`config.mk`:
```
export PLATFORM = sky130hd
export DESIGN_NAME = rom_dl_sequencer
export DESIGN_NICKNAME = d
export VERILOG_FILES = /design/src/rtl/rom_dl_sequencer.sv
export SDC_FILE = /design/constraint.sdc
export NUM_CORES = 1
export LEC_CHECK = 0
export CORE_ASPECT_RATIO = 1.1
export CORE_MARGIN = 5
export CORE_UTILIZATION = 53
export CTS_CLUSTER_DIAMETER = 40
export DETAILED_ROUTE_END_ITERATION = 8
export GPL_TIMING_DRIVEN = 0
export MAX_ROUTING_LAYER = met4
export PLACE_DENSITY = 0.93
export SLEW_MARGIN = 15
export SYNTH_ARGS = -nofsm -noshare
export SYNTH_HDL_FRONTEND = slang
export SYNTH_SLANG_ARGS = --single-unit
```
`constraint.sdc`:
```
create_clock -name clk_sys -period 4.95 [get_ports clk_sys]
set_clock_uncertainty 0.15 [all_clocks]
set_input_delay 0.99 -clock clk_sys [delete_from_list [all_inputs] [get_ports clk_sys]]
set_output_delay 0.99 -clock clk_sys [all_outputs]
set_load 0.05 [all_outputs]
```
`src/rtl/rom_dl_sequencer.sv`:
```
// ROM download sequencer between data_io and the galaga core: forwards ROM bytes,
// counts and checksums them, and holds the core in reset until a valid image is in.
module rom_dl_sequencer #(
    parameter logic [7:0]  ROM_INDEX   = 8'd0,
    parameter int unsigned ROM_SIZE    = 32768,
    parameter int unsigned ADDR_W      = 16,
    parameter int unsigned HOLD_CYCLES = 1024
) (
    input  logic              clk_sys,
    input  logic              reset_n,
    input  logic              ioctl_download,
    input  logic [7:0]        ioctl_index,
    input  logic              ioctl_wr,
    input  logic [24:0]       ioctl_addr,
    input  logic [7:0]        ioctl_dout,
    input  logic              user_reset,
    output logic [ADDR_W-1:0] dn_addr,
    output logic [7:0]        dn_data,
    output logic              dn_wr,
    output logic              core_reset,
    output logic              dl_done,
    output logic              dl_error,
    output logic [15:0]       checksum,
    output logic [ADDR_W:0]   byte_count
);

    localparam int unsigned CNT_W  = ADDR_W + 1;
    localparam int unsigned HOLD_W = (HOLD_CYCLES > 1) ? $clog2(HOLD_CYCLES) : 1;

    typedef enum logic [2:0] {
        S_WAIT  = 3'd0,
        S_LOAD  = 3'd1,
        S_HOLD  = 3'd2,
        S_RUN   = 3'd3,
        S_FAULT = 3'd4
    } state_t;

    state_t              state_q, state_d;
    logic                start_q;
    logic                overflow_q;
    logic [HOLD_W-1:0]   hold_cnt_q;

    logic start_c, start_rise_c, other_dl_c, in_range_c;
    logic enter_load_c, accept_c, ovf_set_c, hold_load_c;
    logic finish_ok_c, finish_bad_c, core_reset_d_c;

    assign start_c      = ioctl_download && (ioctl_index == ROM_INDEX);
    assign start_rise_c = start_c && !start_q;
    assign other_dl_c   = ioctl_download && (ioctl_index != ROM_INDEX);
    assign in_range_c   = 32'(ioctl_addr) < ROM_SIZE;

    // State register
    always_ff @(posedge clk_sys or negedge reset_n) begin
        if (!reset_n) state_q <= S_WAIT;
        else          state_q <= state_d;
    end

    // Next state and per-cycle datapath controls
    always_comb begin
        state_d        = state_q;
        enter_load_c   = 1'b0;
        accept_c       = 1'b0;
        ovf_set_c      = 1'b0;
        hold_load_c    = 1'b0;
        finish_ok_c    = 1'b0;
        finish_bad_c   = 1'b0;
        core_reset_d_c = 1'b1;

        case (state_q)
            S_WAIT, S_RUN, S_FAULT: begin
                if (start_rise_c) begin
                    state_d      = S_LOAD;
                    enter_load_c = 1'b1;
                end
            end
            S_LOAD: begin
                // The strobe in the cycle the download level drops still belongs to this load.
                if (ioctl_wr && (ioctl_index == ROM_INDEX)) begin
                    if (in_range_c) accept_c  = 1'b1;
                    else            ovf_set_c = 1'b1;
                end
                if (!ioctl_download) begin
                    state_d     = S_HOLD;
                    hold_load_c = 1'b1;
                end
            end
            S_HOLD: begin
                if (hold_cnt_q == '0) begin
                    if ((byte_count == CNT_W'(ROM_SIZE)) && !overflow_q) begin
                        state_d     = S_RUN;
                        finish_ok_c = 1'b1;
                    end else begin
                        state_d      = S_FAULT;
                        finish_bad_c = 1'b1;
                    end
                end
            end
            default: state_d = S_WAIT;
        endcase

        if (state_d == S_RUN) core_reset_d_c = user_reset;
        if (other_dl_c)       core_reset_d_c = 1'b1;
    end

    // Start edge detect, hold timer and core reset
    always_ff @(posedge clk_sys or negedge reset_n) begin
        if (!reset_n) begin
            start_q    <= 1'b0;
            hold_cnt_q <= '0;
            core_reset <= 1'b1;
        end else begin
            start_q    <= start_c;
            core_reset <= core_reset_d_c;
            if (hold_load_c)
                hold_cnt_q <= HOLD_W'(HOLD_CYCLES - 1);
            else if ((state_q == S_HOLD) && (hold_cnt_q != '0))
                hold_cnt_q <= hold_cnt_q - HOLD_W'(1);
        end
    end

    // Forwarding port to the core loader
    always_ff @(posedge clk_sys or negedge reset_n) begin
        if (!reset_n) begin
            dn_wr   <= 1'b0;
            dn_addr <= '0;
            dn_data <= '0;
        end else begin
            dn_wr <= accept_c;
            if (accept_c) begin
                dn_addr <= ioctl_addr[ADDR_W-1:0];
                dn_data <= ioctl_dout;
            end
        end
    end

    // Load statistics and completion status
    always_ff @(posedge clk_sys or negedge reset_n) begin
        if (!reset_n) begin
            checksum   <= '0;
            byte_count <= '0;
            overflow_q <= 1'b0;
            dl_done    <= 1'b0;
            dl_error   <= 1'b0;
        end else if (enter_load_c) begin
            checksum   <= '0;
            byte_count <= '0;
            overflow_q <= 1'b0;
            dl_done    <= 1'b0;
            dl_error   <= 1'b0;
        end else begin
            if (accept_c) begin
                checksum <= checksum + 16'(ioctl_dout);
                if (byte_count != '1) byte_count <= byte_count + CNT_W'(1);
            end
            if (ovf_set_c)    overflow_q <= 1'b1;
            if (finish_ok_c)  dl_done    <= 1'b1;
            if (finish_bad_c) dl_error   <= 1'b1;
        end
    end

endmodule

```
==> Word level (Yosys, flattened, before mapping) <==
Cells that the tools add are included.
{ "word_totals": {"register_bits": 76, "input_bits": 46, "out_inout_bits": 61, "word_cells": 80} }
{ "classes": {"addsub": 3, "n_lt_le_gt_ge": 1, "n_eq_ne": 7, "mux": 36, "reduce_logical": 21} }
{ "op_table": {"columns": ["cell", "count"], "rows": [
  ["2-to-1 mux 17 bit", 3],
  ["2-to-1 mux 16 bit", 2],
  ["< comparator 25 x 16 -> 1 bit, second input constant", 1],
  ["2-to-1 mux 1 bit", 24],
  ["2-to-1 mux 10 bit", 2],
  ["adder 17 x 1 -> 17 bit, second input constant", 1],
  ["== test 17 x 16 -> 1 bit, second input constant", 1],
  ["!= test 17 bit, second input constant", 1],
  ["adder 16 x 8 -> 16 bit", 1],
  ["2-to-1 mux 3 bit", 4],
  ["nonzero test 2 bit", 6],
  ["zero test 10 bit", 1],
  ["nonzero test 10 bit", 1],
  ["subtractor 10 x 1 -> 10 bit, second input constant", 1],
  ["== test 3 x 2 -> 1 bit, second input constant", 3],
  ["one-hot mux 3 bit (3 select lines)", 1],
  ["zero test 8 bit", 1],
  ["nonzero test 8 bit", 1],
  ["logical AND 1 bit", 6],
  ["== test 3 x 1 -> 1 bit, second input constant", 1],
  ["== test 3 bit, second input constant", 1],
  ["zero test 3 bit", 1],
  ["OR reduction 3 bit", 1],
  ["zero test 1 bit", 2],
  ["AND reduction 2 bit", 1]
]} }

==> Longest topological paths before layout <==
Gate-level depths: netlist of run 1.
{ "depth": {"word_depth": 8, "ltp_mapped": 11} }

==> Least setup slack after synthesis of run 1 <==
No wires, ideal clock.
{ "synth_timing": {"kind": "input -> register", "from": "input port ioctl_dout[1]", "to": "register checksum[13]", "arrival_ps": 2665, "t_required_ps": 4666, "slack_ps": 2001, "stages": 6, "path_buffers": 0, "cell_sequence": "ha_1 -> a211oi_1 -> o21bai_1 -> a2111oi_0 -> nor4_1 -> mux2i_1"} }
{ "synth_via": {"elab_chain_len": 3} }
{ "synth_lines": {"columns": ["element", "line_no", "source"], "rows": [
  ["start: declaration", "15", "input logic [7:0] ioctl_dout,"],
  ["adder 16 x 8 -> 16 bit", "152", "checksum <= checksum + 16'(ioctl_dout);"],
  ["2-to-1 mux 16 bit", "151", "if (accept_c) begin"],
  ["2-to-1 mux 16 bit", "144", "end else if (enter_load_c) begin"],
  ["end signal: assignment", "152", null],
  ["end: declaration", "23", "output logic [15:0] checksum,"]
]} }
Every way passes these cells. The select of a mux whose other input is x is not followed.
A chain may end at the register's enable or synchronous reset.

==> Worst setup path after layout of run 1 <==
{ "layout_timing": {"from": "input port ioctl_dout[1]", "to": "register checksum[15]"} }
The elaborated chain is that of the path after synthesis.

==> summary.md, run 1 <==
| Metric | Value |
|---|---|
| Post-CTS Hold Buffers | `0` |
| Family with the most delay on the worst path | `compound AO/OA/AOI/OAI gates` |
| Synth area leader | `dfrtp_1` |
| Max Cap Viol | `0` |
| First-pass GRT wire length | `between 15,000 and 20,000 um` |
| Actual slew at the worst max-slew pin | `965 ps` |
| EDFF count, synth | `0` |
| Post-Syn Area | `about 4000 sq um` |
| Initial Util | `0.541` |
| Run status | `complete, no violations` |
| Min cycle time layout | `~3500 ps` |
| IO Port Bufs | `between 100 and 150` |
| Final period util | `0.713` |
| WS Path Type | `input port to register` |
| Register area | `~1900 sq um` |
| Final ANT Viol Nets | `0` |
| Total CTS buffers | `9` |
| Synth Area per Inst | `~9 sq um` |
| Final net count | `roughly 600` |
| Drt wl/cell | `roughly 17 um` |
| Area of the multi-input gates | `slightly below 2000 sq um` |
| Synth cell types | `between 50 and 60` |
| CTS tree | `built` |
| Syn nets | `495` |
| Sequential fraction of the synthesis area | `0.476` |
| Pwr dens | `about 240 nW/um^2` |
| Critical-path top delay cell | `a2111oi_1` |
| Crit. End Element | `register` |
| Fraction of layout cells with a size suffix above 1 | `0.0609` |
| Hold violation count in the final report | `0` |
| Overall Power | `1.32 mW` |
| RSZ-0062 raised after global routing | `false` |
| Worst IR Drop VDD | `between 0.1 and 0.15 mV` |
| CTS clk-pin slew, worst paths | `roughly 80 ps` |
| Avg Vias per Cell | `5.83` |
| H-tree Lvls | `3` |
| Synthesized flop and latch total | `76` |
| CP Buf/Inv Count | `1` |
| Critical path launch point type | `input port` |
| Skew-Pair Late Insertion Delay | `between 300 and 400 ps` |
| # fillers | `approximately 500` |
| DRT Pass-1 Iters | `5` |
| Initial antenna violation count | `0` |
| Diodes inserted | `0` |
| DP HPWL | `7990 um` |
| DIE AREA | `9380 sq um` |
| Worst path cell trace | `clkdlybuf4s50_1, ha_1, a211oi_1, o21bai_1, a2111oi_1, nor4_1, mux2i_1` |
| Setup Viol. Count Final | `0` |
| Drc violations | `0` |
| Final Max Tran Viols | `0` |
| Layout area overhead | `35.3%` |
| DIE HEIGHT | `around 100 um` |
| Required @ worst endpoint | `around 5000 ps` |
| Rows | `33` |
| Via count | `~3.8k` |
| Hold Crit Class | `register to register` |
| DRT iter0 DRCs | `about 320` |
| Synth top area cells | `dfrtp_1 (47%), nand2_1 (10%), ha_1 (4.1%)` |
| CP Data Arrival Time | `approximately 3600 ps` |
| Most used DFF post-synth | `dfrtp_1` |
| Number of gates resized after cts | `0` |
| Leak | `approximately 2.3 nW` |
| Die width | `~93 um` |
| GRT Total Usage | `0.249` |
| Max incr delay on CP | `roughly 900 ps` |
| Deepest clock path buffer count | `2` |
| Pin count of the biggest net entering global routing | `52` |
| Slew margin rel. | `0.355` |
| Critical Path Fanout Max | `4` |
| Core region area | `between 7000 and 8000 sq um` |
| Clock sinks | `76` |
| IO Count | `107` |
| Clk root buf | `clkbuf_8` |
| Post-Syn Instances | `between 400 and 500` |
| Fin Setup TNS | `0 ps` |
| FFs w/ async S/R, synth | `1.00` |
| Total Wirelength | `11,100 um` |
| Ys Warns | `0` |
| Vias in the first global route | `3,830` |
| Highest clock rate | `about 280 MHz` |
| Post-CTS setup buffer count | `0` |
| Final Wtd Congestion | `around 0.80` |
| Grt ovf | `0` |
| Post-synth top area share | `0.470` |
logic make-up after synthesis:
group,Yosys count,synth area share
and+or+nand+nor,233,0.297
adders and majority gates,14,0.0457
muxes,9,0.0229
buffers and inverters,28,0.0276
xor gates and xnor gates,24,0.0526
AOI/OAI and AO/OA,51,0.0783
DFF,76,0.476
power breakdown:
part / internal, mW / switching (mW)
Sequential: 0.636 / 0.0163
Clock: 0.284 / 0.241
Combinational: 0.0685 / 0.0755
worst reg2reg max path, cell delays in order (launching register included):
cell and delay, ps:
dfrtp_1 460, and4_1 230, clkbuf_2 150, and4_1 260, nand4_1 150, nor2_1 70
ha_1 240, and4b_1 290, inv_1 70, nor3_1 440, nand4_1 210, a21oi_1 180
sequential cells by signal, indices dropped and copies added, names as in the netlist, 3 cells and up:
signal / flops
byte_count: 17
checksum: 16
dn_addr: 16
hold_cnt_q: 10
dn_data: 8
state_q: 3
final cells by class:
type / instances / area share
tap: 87 / 0.0201
multi-input combinational: 331 / 0.367
buffer: 15 / 0.0113
clock buffer: 10 / 0.0236
clock inverter: 6 / 0.0164
inverter: 13 / 0.00902
sequential: 76 / 0.352
timing repair buffer: 107 / 0.201
synthesized netlist by cell type, types with 2 or more instances:
| cell type | instances |
|---|---|
| buf_2 | 3 |
| nor4_4 | 3 |
| xnor2_1 | 13 |
| clkbuf_1 | 10 |
| o31ai_1 | 4 |
| o21ai_0 | 8 |
| or4_1 | 6 |
| xor2_1 | 11 |
| inv_1 | 13 |
| and4b_1 | 3 |
| nand3b_1 | 4 |
| a21o_1 | 4 |
| nand3_1 | 13 |
| nand2b_1 | 7 |
| nor3_1 | 12 |
| nand4b_1 | 2 |
| or3_1 | 3 |
| and2_1 | 2 |
| and4_1 | 2 |
| nor2_1 | 28 |
| dfrtp_1 | 75 |
| nand2_1 | 111 |
| mux2i_1 | 8 |
| nor4_1 | 14 |
| o21a_1 | 2 |
| ha_1 | 13 |
| and3_1 | 2 |
| a211oi_1 | 2 |
| nand4_1 | 11 |
| a21oi_1 | 23 |
layout by cell type (no fill, tap or decap), types with 2 or more instances in the layout:
cell,n
nand2_1,111
clkdlybuf4s50_1,105
dfrtp_1,75
nor2_1,28
a21oi_1,23
nor4_1,14
inv_1,13
nand3_1,13
xnor2_1,13
ha_1,13
nor3_1,12
clkbuf_1,11
nand4_1,11
xor2_1,11
clkbuf_8,9
o21ai_0,8
mux2i_1,8
nand2b_1,7
or4_1,6
nand3b_1,4
a21o_1,4
o31ai_1,4
nor4_4,3
and4b_1,3
or3_1,3
buf_2,3
nand4b_1,2
and4_1,2
and3_1,2
and2_1,2
o21a_1,2
a211oi_1,2
clkinvlp_4,2
bufinv_16,2
final timing paths:
path | start | cells past startpoint | endpoint | slack, ps
min | dn_data[3] | 2 | dn_data[3] | 320
min reg2reg | dn_data[3] | 2 | dn_data[3] | 320
max | ioctl_dout[1] | 7 | checksum[15] | 1420
max reg2reg | byte_count[4] | 11 | byte_count[13] | 1990
max in group asynchronous | reset_n | 2 | core_reset | 3640
min in group asynchronous | reset_n | 1 | byte_count[5] | 410
per-layer routing:
metal	up-vias	share of wire	track usage
met5	-	0	-
met4	0	0.028	0.115
met3	29	0.061	0.0358
met2	182	0.51	0.420
met1	1806	0.40	0.294
li1	1745	-	-
per-stage QoR:
step | cells | hold WS (ps) | cell area, sq um | util | worst slack [ps]
2_1_floorplan | 435 | 313 | 4000 | - | 2000
3_5_place_dp | 629 | 306 | 5190 | 0.702 | 1080
3_3_place_gp | 628 | 299 | 5170 | 0.699 | 170
4_1_cts | 645 | 324 | 5410 | 0.732 | 1260
5_1_grt | 645 | 350 | 5410 | 0.732 | 1200
6_report | 645 | 316 | 5410 | 0.732 | 1420
Power figures use the tool's default switching activity.
==> inputs of run 2 (changes only) <==
--- a/config.mk
+++ b/config.mk
@@ -7,12 +7,12 @@
 export LEC_CHECK = 0
 export CORE_ASPECT_RATIO = 1.1
 export CORE_MARGIN = 5
-export CORE_UTILIZATION = 53
+export CORE_UTILIZATION = 49
 export CTS_CLUSTER_DIAMETER = 40
 export DETAILED_ROUTE_END_ITERATION = 8
 export GPL_TIMING_DRIVEN = 0
 export MAX_ROUTING_LAYER = met4
-export PLACE_DENSITY = 0.93
+export PLACE_DENSITY = 0.88
 export SLEW_MARGIN = 15
 export SYNTH_ARGS = -nofsm -noshare
 export SYNTH_HDL_FRONTEND = slang
==> constraint.sdc (replaced) <==
create_clock -name clk_sys -period 3.64 [get_ports clk_sys]
set_clock_uncertainty 0.15 [all_clocks]
set_input_delay 0.728 -clock clk_sys [delete_from_list [all_inputs] [get_ports clk_sys]]
set_output_delay 0.728 -clock clk_sys [all_outputs]
set_load 0.05 [all_outputs]
==> run 2 against run 1 <==
  * Critical path type unchanged
  * First-iteration DRC count down 22%
  * Routed wire length down 1.5%
  * Sequential share of layout area down 0.35 points
  * Clock-buffer cell count unchanged
  * Via count down 2.3%
  * Setup slack worse by 1100 ps
  * Total power up 41%
==> summary.md, run 2 (same netlist as run 1, synthesis figures left out) <==
| Metric | Value |
|---|---|
| Drt wl/cell | `16.4 um` |
| GRT Total Usage | `0.230` |
| Hold Crit Class | `input port to async pin` |
| Largest regs | `byte_count: 17 flops, checksum: 16 flops, dn_addr: 16 flops` |
| WL met1 | `around 4400 um` |
| Most common cell after layout, fill and taps aside | `nand2_1` |
| Post-CTS setup buffer count | `0` |
| CTS clk-pin slew, worst paths | `roughly 80 ps` |
| Worst r2r path cells | `6` |
| Required @ worst endpoint | `3710 ps` |
| # fillers | `629` |
| Initial Util | `0.502` |
| Post-CTS Hold Buffers | `0` |
| Final period util | `0.916` |
| Metal2 WL | `5580 um` |
| Most flops, register | `byte_count` |
| Leak | `2.32 nW` |
| WL met3 | `about 750 um` |
| DIE AREA | `between 10,000 and 15,000 sq um` |
| Register area | `1900 sq um` |
| DR top layer | `met4` |
| Clk root buf | `clkbuf_8` |
| Total Wirelength | `approximately 11,000 um` |
| Pin count of the biggest net entering global routing | `47` |
| Slew margin rel. | `0.227` |
| Final worst setup slack | `306 ps` |
| Final Max Tran Viols | `0` |
| Grt ovf | `0` |
| Initial antenna violation count | `2` |
| Largest register FFs | `17` |
| Highest clock rate | `between 200 and 300 MHz` |
| DRT iter0 DRCs | `252` |
| DP HPWL | `slightly above 8000 um` |
| Drc violations | `0` |
| Via count | `around 3.7k` |
| Skew-Pair Late Insertion Delay | `350 ps` |
| Max Cap Viol | `0` |
| Rows | `34` |
| Final Wtd Congestion | `0.847` |
| DRT Pass-1 Iters | `4` |
| Most frequent cells in the layout | `nand2_1 (111), clkdlybuf4s50_1 (105), dfrtp_1 (75), nor2_1 (28), a21oi_1 (23)` |
| Final net count | `613` |
| RSZ-0062 raised after global routing | `false` |
| First-pass GRT wire length | `between 15,000 and 20,000 um` |
| Vias in the first global route | `approximately 3.8k` |
| Run status | `complete, no violations` |
| Total CTS buffers | `9` |
| CP Data Arrival Time | `3410 ps` |
| Final ANT Viol Nets | `0` |
| DIE HEIGHT | `about 100 um` |
| Crit. End Element | `register` |
| Actual slew at the worst max-slew pin | `around 1100 ps` |
| WS Path Type | `input port to register` |
| Pwr dens | `about 340 nW/um^2` |
| Min cycle time layout | `3330 ps` |
| Layout area overhead | `36.7%` |
| Clock sinks | `76` |
| Area of the multi-input gates | `1980 sq um` |
| Post-place setup slack | `-52.9 ps` |
| Critical Path Fanout Max | `4` |
| Die width | `slightly below 100 um` |
| IO Count | `107` |
| Fraction of layout cells with a size suffix above 1 | `0.0609` |
| Hold violation count in the final report | `0` |
| Deepest clock path buffer count | `2` |
| Number of gates resized after cts | `0` |
| H-tree Lvls | `3` |
| Fin Setup TNS | `0 ps` |
| Core region area | `about 8000 sq um` |
| Worst IR Drop VDD | `between 0.2 and 0.25 mV` |
| IO Port Bufs | `~110` |
| Avg Vias per Cell | `about 5.5` |
| Critical path launch point type | `input port` |
| CTS tree | `built` |
| Setup Viol. Count Final | `0` |
run 2: layer usage:
layer,track usage,vias up
met5,-,-
met4,0.0813,0
met3,0.0367,17
met2,0.382,121
met1,0.281,1783
li1,-,1754
run 2: cell type report:
| type | count | area share |
|---|---|---|
| Antenna cell | 2 | 0.000916 |
| Buffer | 15 | 0.0112 |
| Clock buffer | 10 | 0.0234 |
| Clock inverter | 6 | 0.0206 |
| Inverter | 13 | 0.00893 |
| Multi-Input combinational cell | 331 | 0.363 |
| Sequential cell | 76 | 0.348 |
| Tap cell | 108 | 0.0247 |
| Timing Repair Buffer | 107 | 0.199 |
run 2: through the flow:
stage / power [mW] / area (sq um) / util / instances / hold WS [ps]
after global routing: 1.93 / 5460 / 0.687 / 668 / 180
after detailed placement: 1.10 / 5220 / 0.656 / 650 / 305
after global placement: 1.08 / 5190 / 0.653 / 649 / 298
after floorplan: 0.991 / 4000 / - / 435 / 282
final: 1.86 / 5460 / 0.687 / 668 / 154
after CTS: 1.87 / 5460 / 0.686 / 666 / 161
run 2: worst paths after layout:
check                              start            end  slack, ps
min reg2reg                   dn_data[2]     dn_data[2]        320
max reg2reg                  checksum[1]   checksum[13]        780
max                        ioctl_dout[1]   checksum[13]        310
min                              reset_n     dn_addr[8]        150
min in group clk_sys          dn_data[2]     dn_data[2]        320
max in group asynchronous        reset_n  hold_cnt_q[5]       2610
run 2: where the power goes:
part           internal [mW]  total [mW]  switching, mW
clock                  0.457       0.778          0.321
sequential             0.865       0.886         0.0210
combinational         0.0941       0.197          0.103
run 2: worst max-delay path, stage by stage:
cell	delay [ps]
clkdlybuf4s50_1	490
ha_1	350
a211oi_1	300
o21bai_1	150
a2111oi_0	1010
nor4_1	210
mux2i_1	180
